`src/rtl/cmd_seq_pkg.sv`:
```
// ============================================================================
// Module   : cmd_seq_pkg
// Brief    : Shared constants and FSM state encoding for the command RAM
//            sequencer.
// Revision : 1.0 - initial release
// ============================================================================
`default_nettype none

package cmd_seq_pkg;

    localparam int DEF_ADDR_W = 6;
    localparam int DEF_DATA_W = 32;
    localparam int LAST_BIT   = DEF_DATA_W - 1;
    localparam int MAX_WORDS  = 64;

    typedef enum logic [1:0] {
        IDLE = 2'd0,
        READ = 2'd1,
        WAIT = 2'd2,
        SEND = 2'd3
    } seq_state_t;

endpackage : cmd_seq_pkg

`default_nettype wire

```
`src/rtl/cmd_seq_rd_delay.sv`:
```
// ============================================================================
// Module   : cmd_seq_rd_delay
// Brief    : Delays the RAM read strobe by RAM_RD_LAT cycles to mark the cycle
//            on which ram_rdata is valid. Only the strobe is delayed.
// Revision : 1.0 - initial release
// ============================================================================
`default_nettype none

module cmd_seq_rd_delay #(
    parameter int RAM_RD_LAT = 1
) (
    input  logic clk,
    input  logic rst_n,
    input  logic i_rd,
    output logic o_capture
);

    logic [RAM_RD_LAT-1:0] r_vld;

    generate
        if (RAM_RD_LAT == 1) begin : g_lat_one
            always_ff @(posedge clk or negedge rst_n) begin
                if (!rst_n) r_vld <= '0;
                else        r_vld <= i_rd;
            end
        end else begin : g_lat_multi
            always_ff @(posedge clk or negedge rst_n) begin
                if (!rst_n) r_vld <= '0;
                else        r_vld <= {r_vld[RAM_RD_LAT-2:0], i_rd};
            end
        end
    endgenerate

    assign o_capture = r_vld[RAM_RD_LAT-1];

endmodule : cmd_seq_rd_delay

`default_nettype wire

```
`src/rtl/cmd_ram_sequencer.sv`:
```
// ============================================================================
// Module   : cmd_ram_sequencer
// Brief    : On send_cmd, walks the command RAM from start_ram_addr and streams
//            each word on an Avalon-ST source until the LAST-flagged word.
//            Define CMD_SEQ_TIMEOUT_EN to add the backpressure watchdog and the
//            timeout_err port.
// Revision : 1.0 - initial release
// ============================================================================
`default_nettype none

module cmd_ram_sequencer
    import cmd_seq_pkg::*;
#(
    parameter int ADDR_W         = DEF_ADDR_W,
    parameter int DATA_W         = DEF_DATA_W,
    parameter int RAM_RD_LAT     = 1,
    parameter int TIMEOUT_CYCLES = 1024
) (
    input  logic              clk,
    input  logic              rst_n,
    input  logic [ADDR_W-1:0] start_ram_addr,
    input  logic              send_cmd,
    output logic              ram_rd,
    output logic [ADDR_W-1:0] ram_addr,
    input  logic [DATA_W-1:0] ram_rdata,
    output logic [DATA_W-1:0] st_data,
    output logic              st_valid,
    input  logic              st_ready,
    output logic              st_sop,
    output logic              st_eop,
    output logic              busy,
    output logic              cmd_dropped,
    output logic              overrun
`ifdef CMD_SEQ_TIMEOUT_EN
    ,
    output logic              timeout_err
`endif
);

    localparam logic [ADDR_W-1:0] c_last_cnt = ADDR_W'(MAX_WORDS - 1);

    seq_state_t        r_state;
    seq_state_t        w_state_nxt;
    logic [ADDR_W-1:0] r_addr;
    logic [ADDR_W-1:0] r_word_cnt;
    logic [DATA_W-1:0] r_data;
    logic              r_first;
    logic              r_overrun;
    logic              r_cmd_dropped;
    logic              w_capture;
    logic              w_accept;
    logic              w_eop;
    logic              w_xfer;
    logic              w_abort;

    assign w_accept = send_cmd && (r_state == IDLE);
    assign w_eop    = r_data[DATA_W-1] || (r_word_cnt == c_last_cnt);
    assign w_xfer   = (r_state == SEND) && st_ready;

    cmd_seq_rd_delay #(
        .RAM_RD_LAT (RAM_RD_LAT)
    ) u_rd_delay (
        .clk       (clk),
        .rst_n     (rst_n),
        .i_rd      (ram_rd),
        .o_capture (w_capture)
    );

`ifdef CMD_SEQ_TIMEOUT_EN
    localparam int c_to_w = $clog2(TIMEOUT_CYCLES + 1);

    logic [c_to_w-1:0] r_to_cnt;
    logic              r_timeout_err;

    // Abort fires on the TIMEOUT_CYCLES-th consecutive stalled SEND cycle.
    assign w_abort = (r_state == SEND) && !st_ready &&
                     (r_to_cnt == c_to_w'(TIMEOUT_CYCLES - 1));

    always_ff @(posedge clk or negedge rst_n) begin
        if (!rst_n) begin
            r_to_cnt      <= '0;
            r_timeout_err <= 1'b0;
        end else begin
            if ((r_state == SEND) && !st_ready && !w_abort) r_to_cnt <= r_to_cnt + c_to_w'(1);
            else                                             r_to_cnt <= '0;
            if (w_accept)     r_timeout_err <= 1'b0;
            else if (w_abort) r_timeout_err <= 1'b1;
        end
    end

    assign timeout_err = r_timeout_err;
`else
    logic w_unused_timeout;
    assign w_unused_timeout = ^TIMEOUT_CYCLES;
    assign w_abort          = 1'b0;
`endif

    always_ff @(posedge clk or negedge rst_n) begin
        if (!rst_n) r_state <= IDLE;
        else        r_state <= w_state_nxt;
    end

    always_comb begin
        w_state_nxt = r_state;
        ram_rd      = 1'b0;
        st_valid    = 1'b0;
        case (r_state)
            IDLE: if (send_cmd) w_state_nxt = READ;
            READ: begin
                ram_rd      = 1'b1;
                w_state_nxt = WAIT;
            end
            WAIT: if (w_capture) w_state_nxt = SEND;
            SEND: begin
                st_valid = 1'b1;
                if (w_abort)       w_state_nxt = IDLE;
                else if (st_ready) w_state_nxt = w_eop ? IDLE : READ;
            end
            default: w_state_nxt = IDLE;
        endcase
    end

    always_ff @(posedge clk or negedge rst_n) begin
        if (!rst_n) begin
            r_addr        <= '0;
            r_word_cnt    <= '0;
            r_data        <= '0;
            r_first       <= 1'b0;
            r_overrun     <= 1'b0;
            r_cmd_dropped <= 1'b0;
        end else begin
            r_cmd_dropped <= send_cmd && (r_state != IDLE);
            if (w_accept) begin
                r_addr     <= start_ram_addr;
                r_word_cnt <= '0;
                r_overrun  <= 1'b0;
                r_first    <= 1'b1;
            end
            if ((r_state == WAIT) && w_capture) r_data <= ram_rdata;
            if (w_xfer) begin
                // eop without the LAST flag means the word budget ran out
                if (w_eop) begin
                    if (!r_data[DATA_W-1]) r_overrun <= 1'b1;
                end else begin
                    r_addr     <= r_addr + 1'b1;
                    r_word_cnt <= r_word_cnt + 1'b1;
                    r_first    <= 1'b0;
                end
            end
        end
    end

    assign ram_addr    = r_addr;
    assign st_data     = r_data;
    assign st_sop      = (r_state == SEND) && r_first;
    assign st_eop      = (r_state == SEND) && w_eop;
    assign busy        = (r_state != IDLE);
    assign cmd_dropped = r_cmd_dropped;
    assign overrun     = r_overrun;

endmodule : cmd_ram_sequencer

`default_nettype wire
```
`config.mk`:
```
export PLATFORM = sky130hd
export DESIGN_NAME = cmd_ram_sequencer
export DESIGN_NICKNAME = d
export VERILOG_FILES = /design/src/rtl/cmd_seq_pkg.sv /design/src/rtl/cmd_seq_rd_delay.sv /design/src/rtl/cmd_ram_sequencer.sv
export SDC_FILE = /design/constraint.sdc
export NUM_CORES = 1
export LEC_CHECK = 0
export CORE_MARGIN = 2
export CORE_UTILIZATION = 47
export CTS_CLUSTER_DIAMETER = 40
export DETAILED_ROUTE_END_ITERATION = 8
export PLACE_DENSITY = 0.88
export RECOVER_POWER = 50
export SLEW_MARGIN = 20
export SYNTH_ARGS = -nofsm -noshare
export SYNTH_HDL_FRONTEND = slang
export SYNTH_SLANG_ARGS = --single-unit
```
`constraint.sdc`:
```
create_clock -name clk -period 3.8 [get_ports clk]
set_input_delay 0.95 -clock clk [delete_from_list [all_inputs] [get_ports clk]]
set_output_delay 0.95 -clock clk [all_outputs]
set_load 0.03 [all_outputs]
```
==> impl_results.md, run 1 <==
* Max VDD drop at 554.5 uV
* DRT Pass-1 Iters at 5
* Routed WL at 4.957 mm
* Critical Path Start Type: flop
* Root buf cell: clkbuf_8
* Total GRT Usage at 18.44%
* Yosys top cell area share at 55.56%
* Finished Layout Cells at 312
* # fillers at 339
* Aggregate global routing overflow at 0
* Port Buffers at 86
* Pleak at 1.383 nW
* Final Util at 69.18%
* Rel. slew slack at -71.90%
* Area contributors post-synth: dfrtp_1 56%, mux2_2 17%, ha_1 3.9%
* CTS max path bufs at 2
* Synthesis-to-finish area growth at 43.17%
* Failing checks: capacitance limit, slew limit
* Worst Path Buf+Inv at 1
* Register area share after synthesis at 55.56%
* Routed WL per cell at 15.89 um
* Post-CTS resize count at 0
* Die Footprint at 5362 um^2
* Worst path required time at 2.85 ns
* Final setup fails at 0
* Yosys reg bits at 50
* Largest net degree at the start of global routing at 51
* Placed insts at 304
* Drt via density at 5.372
* PwrDens at 879.1 nW/um^2
* Critical path's largest stage delay at 0.68 ns
* Starting Density at 48.32%
* Number of global-route vias before repair at 1612
* First-pass GRT wire length at 7.493 mm
* Synth area leader: dfrtp_1
* Crit path max fanout at 4
* Post-synthesis cell area at 2252 um^2
* Final critical-path share of the clock period at 81.50%
* Hold WC Path Type: reg2reg
* Vias at 1676
* Worst Path Arrival at 2.15 ns
* Area after DPL at 3134 um^2
* Slowest stage cell, crit path: clkdlybuf4s50_1
* Critical path type: reg2out
* Average cell area after synthesis at 13.41 um^2
* Finished Cell Area at 3224 um^2
* Min Clock Period, post-route at 3.097 ns
* # DRC at 0
* Register area at 1251 um^2
* # diodes at 0
* Syn Inst Count at 168
* Clock Skew at 0.007027 ns
* Drt initial violations at 73
* Gpl congestion at 0.7326
* Syn nets at 217
* Chip height at 73.23 um
* Post-CTS Setup Bufs at 0
* RSZ-0062 raised after global routing: false
* CTS tree: done
* Initial antenna violation count at 0
* Hold Buf Count CTS at 0
* Final hold violation count at 0
* H-tree depth at 2
* Pwr Total at 0.002835 W
* Dpl hpwl at 3.695 mm
* Final Max Slew Viols at 84
* Layout Nets at 306
* Slew @ Worst Pin at 2.579 ns
* Max Cap Viol at 2
* Synth cell types at 36
* Status: finished, violations left
* Setup TNS at 0 ns
* Overall die width at 73.23 um
* # rows at 25
* Ports at 87
* TritonCTS Sinks at 50
* Number of routed nets with antenna violations at 0
* Crit path top cell by count: nor2_1
* CTS buffer count at 5
* Yosys warns at 0
* Crit. End Element: output port
* Multi-input logic area at 937.1 um^2
* CP delay by family, top: buffers and inverters
* Clock Latency Late Sink at 0.30 ns
* Max Clk Rate at 322.9 MHz
* CP cell instances: ha_1 > nand3_1 > nor2_1 > nor2_1 > nor2_1 > clkdlybuf4s50_1
* Ratio of cells with drive above 1 in the final layout at 20.16%
* Clk pin slew, worst setup/hold paths at 0.09 ns
* Core box area at 4661 um^2
[cells in the final DEF, fill, tap and decap left out, drive strengths merged, types with 4 or more instances in the layout]
cell / netlist / routed
a31oi: 4 / 4
ha: 7 / 7
nand2: 11 / 11
and3: 5 / 5
o221a: 4 / 4
clkbuf: 1 / 8
clkdlybuf4s50: 0 / 84
inv: 4 / 4
nor2: 8 / 8
dfrtp: 50 / 50
o21ai: 6 / 6
mux2: 37 / 37
nand3: 8 / 8
[path summary, 6_finish.rpt]
path,from,end,slack (ns),cells after the start
max,r_word_cnt[0],st_eop,0.70,6
min,r_first,r_first,0.51,2
max reg2reg,r_state[0],st_data[12],1.22,5
min reg2reg,r_first,r_first,0.51,2
max in group asynchronous,rst_n,ram_addr[4],0.90,1
min in group asynchronous,rst_n,st_data[15],1.45,1
[power by group]
| part | switching, W | leakage (nW) | internal [W] |
|---|---|---|---|
| Sequential | 0.000149 | 0.596 | 0.000776 |
| Combinational | 0.000845 | 0.740 | 0.000742 |
| Clock | 0.000176 | 0.0472 | 0.000147 |
| Total | 0.00117 | 1.38 | 0.00166 |
[per-layer routing]
metal,track usage (%),vias to the layer above,part of all wire (%)
li1,-,788,-
met2,31.93,53,52
met1,22.26,824,41
met4,7.613,0,2.4
met5,0,-,0
met3,3.729,11,4.3
[synthesized netlist by cell type (all sizes together)]
master / instances
a211oi: 1
a21o: 2
a21oi: 2
a22o: 1
a31oi: 4
a41oi: 1
and2: 2
and3: 5
and3b: 1
buf: 4
clkbuf: 1
dfrtp: 50
ha: 7
inv: 4
mux2: 37
nand2: 11
nand2b: 2
nand3: 8
nand3b: 1
nor2: 8
nor2b: 1
nor3: 2
o21ai: 6
o221a: 4
o221ai: 1
o22ai: 1
o41a: 1
[registers in the layout, indices dropped and copies added, names as in the netlist]
name,count
st_data,32
r_word_cnt,6
r_state,2
ram_addr,6
overrun,1
cmd_dropped,1
u_rd_delay.o_capture,1
r_first,1
[tightest hold or removal path, cell delays in order, from the launching register on]
cell and delay [ns]:
dfrtp_1 0.35, nor2_1 0.05, nor2_1 0.08
[area by class of cell]
| cell class | count | area share (%) |
|---|---|---|
| clock inverter | 2 | 0.3880 |
| sequential | 50 | 38.80 |
| timing repair buffer | 87 | 26.62 |
| tap | 54 | 2.095 |
| clock buffer | 6 | 2.561 |
| inverter | 4 | 0.4657 |
| multi-input combinational | 109 | 29.06 |
[cell families (layout without fill, tap and decap cells)]
kind of cell,Yosys count,in the layout,synth area share (%)
adders and majority gates,7,7,3.889
muxes,37,37,18.67
and+or+nand+nor,41,41,10.06
DFF,50,50,55.56
buffers and inverters,9,99,2.833
AOI/OAI and AO/OA,24,24,9.000
[through the flow]
stage	setup WS, ns	hold slack [ns]
2_1_floorplan	1.468	0.4570
3_3_place_gp	1.082	0.4860
3_5_place_dp	1.037	0.4856
4_1_cts	0.6889	0.5125
5_1_grt	0.2911	0.5274
6_report	0.7032	0.5061
(Power assumes the default switching activity.)
==> run 2: changes to the inputs <==
--- a/config.mk
+++ b/config.mk
@@ -6,10 +6,10 @@
 export NUM_CORES = 1
 export LEC_CHECK = 0
 export CORE_MARGIN = 2
-export CORE_UTILIZATION = 47
+export CORE_UTILIZATION = 44
 export CTS_CLUSTER_DIAMETER = 40
 export DETAILED_ROUTE_END_ITERATION = 8
-export PLACE_DENSITY = 0.88
+export PLACE_DENSITY = 0.83
 export RECOVER_POWER = 50
 export SLEW_MARGIN = 20
 export SYNTH_ARGS = -nofsm -noshare
==> constraint.sdc (replaced) <==
create_clock -name clk -period 3.25 [get_ports clk]
set_input_delay 0.8125 -clock clk [delete_from_list [all_inputs] [get_ports clk]]
set_output_delay 0.8125 -clock clk [all_outputs]
set_load 0.03 [all_outputs]
==> run 2 against run 1 <==
Net effect: the run still ends with capacitance limit, slew limit left; worst hold slack worse by 0.0064 ns; die area up 6.4%; power up 17%; cell area up 1.2%; clock power up 29%; sequential cell count unchanged; critical path depth unchanged; count of clock-buffer cells in the layout up 1.
==> impl_results.md, run 2 (same netlist as run 1, synthesis figures left out) <==
* TritonCTS Sinks at 50
* Min Clock Period, post-route at 2.945 ns
* DRT Pass-1 Iters at 4
* Sequential share of power at 32.3%
* Vias at 1638
* Pwr Total at 0.003327 W
* H-tree depth at 2
* Final critical-path share of the clock period at 90.60%
* FF-to-FF Start: r_state[0]
* Layout Nets at 308
* Largest net degree at the start of global routing at 40
* Reg-to-reg slack, setup at 0.69 ns
* Failing checks: capacitance limit, slew limit
* Hold WC Path Type: reg2reg
* Clock Latency Late Sink at 0.29 ns
* Core box area at 5010 um^2
* Max Cap Viol at 2
* Reg-to-Reg End: st_data[0]
* Pleak at 1.391 nW
* Path depth of the worst reg2reg path at 5
* Clk pin slew, worst setup/hold paths at 0.08 ns
* Number of routed nets with antenna violations at 0
* Hold path endpoint: r_first
* Worst Hold Depth at 2
* Total GRT Usage at 16.36%
* Starting Density at 44.96%
* Worst Path Arrival at 2.13 ns
* Die Footprint at 5707 um^2
* PwrDens at 1020 nW/um^2
* Final setup fails at 0
* Number of flip-flops in the largest register at 32
* Most common cell after layout, fill and taps aside: clkdlybuf4s50_1
* Worst path required time at 2.44 ns
* # DRC at 0
* Aggregate global routing overflow at 0
* Ports at 87
* Critical path type: reg2out
* Number of global-route vias before repair at 1485
* Clock Skew at 0.006918 ns
* Synthesis-to-finish area growth at 44.89%
* Ratio of cells with drive above 1 in the final layout at 19.23%
* # rows at 26
* Overall die width at 75.55 um
* Rel. slew slack at -35.37%
* Switching pwr at 0.001325 W
* Crit. End Element: output port
* Gpl congestion at 0.8663
* RSZ-0062 raised after global routing: false
* CTS max path bufs at 2
* Post-CTS resize count at 0
* Routed WL per cell at 13.87 um
* Final worst slack at 0.3054 ns
* Crit path max fanout at 4
* Hold Startpoint: r_first
* # diodes at 0
* Drt initial violations at 64
* Max VDD drop at 530.6 uV
* Hold Buf Count CTS at 0
* Slew @ Worst Pin at 2.031 ns
* Chip height at 75.55 um
* Most frequent cells in the layout: 84 x clkdlybuf4s50_1, 50 x dfrtp_1, 33 x mux2_2
* Pint at 0.002003 W
* Drt via density at 4.964
* Sw frac at 39.81%
* Initial antenna violation count at 0
* Placed insts at 322
* First-pass GRT wire length at 7.093 mm
* Status: finished, violations left
* Dpl hpwl at 3.397 mm
* # fillers at 407
* Finished Layout Cells at 330
* Critical Path Start Type: flop
* DP Worst Slack at 0.6392 ns
* Final Max Slew Viols at 73
* CTS buffer count at 5
* Port Buffers at 86
* Max Clk Rate at 339.6 MHz
* Comb pwr share at 55.1%
* Routed WL at 4.577 mm
* Post-CTS Setup Bufs at 0
* Clock Power Share at 12.6%
* Setup TNS at 0 ns
* Final hold violation count at 0
* Root buf cell: clkbuf_8
* CTS tree: done
-- run 2: cell count changes in the layout (fill, tap and decap cells not counted), sizes merged --
cell / before / now
clkinv: 1 / 0
clkbuf: 8 / 11
bufinv: 0 / 1
clkinvlp: 1 / 0
-- run 2: layout make-up --
class | count | area, um^2 | share of cell area [%]
multi-input combinational | 109 | 937.1 | 28.72
clock buffer | 7 | 76.32 | 2.339
inverter | 4 | 15.01 | 0.4601
tap | 70 | 87.58 | 2.684
timing repair buffer | 89 | 865.8 | 26.53
clock inverter | 1 | 30.03 | 0.9202
sequential | 50 | 1251 | 38.34
-- run 2: worst max path at each step --
stage / slack [ns] / startpoint / end
detailed placement: 0.64 / r_word_cnt[0] / st_eop
global route: 0.12 / r_word_cnt[0] / st_eop
finish: 0.31 / r_word_cnt[0] / st_eop
CTS: 0.30 / r_word_cnt[0] / st_eop
floorplan: 1.06 / r_state[1] / st_eop
global placement: 0.67 / r_word_cnt[0] / st_eop
-- run 2: metrics by stage --
step | hold WS, ns | area (um^2) | util (%)
3_3_place_gp | 0.4714 | 3169 | 63.26
6_report | 0.4997 | 3263 | 65.13
5_1_grt | 0.5260 | 3263 | 65.13
2_1_floorplan | 0.4570 | 2252 | -
4_1_cts | 0.4986 | 3276 | 65.38
3_5_place_dp | 0.4798 | 3169 | 63.26
-- run 2: metal layers --
metal	global-route usage, %	wire length [um]	vias to the layer above	share of wire, %
met5	0	0	-	0
met4	3.704	17	0	0.37
met3	4.762	287	2	6.3
met2	25.70	2194	47	48
met1	22.68	2078	794	45
li1	-	-	795	-
-- run 2: power by group through the flow --
| stage | registers [W] | logic [W] | clock network (W) |
|---|---|---|---|
| after floorplan | 0.00157 | 0.000646 | 0 |
| final | 0.00108 | 0.00183 | 0.000418 |
| after detailed placement | 0.00109 | 0.00185 | 0 |
| after CTS | 0.00108 | 0.00185 | 0.000436 |
| after global routing | 0.00111 | 0.00196 | 0.000463 |
| after global placement | 0.00108 | 0.00182 | 0 |
-- run 2: worst max-delay path, stage by stage (launching register included) --
cell             delay [ns]
dfrtp_1                0.39
ha_1                   0.22
nand3_1                0.18
nor2_1                 0.24
nor2_1                 0.06
nor2_1                 0.08
clkdlybuf4s50_1        0.67
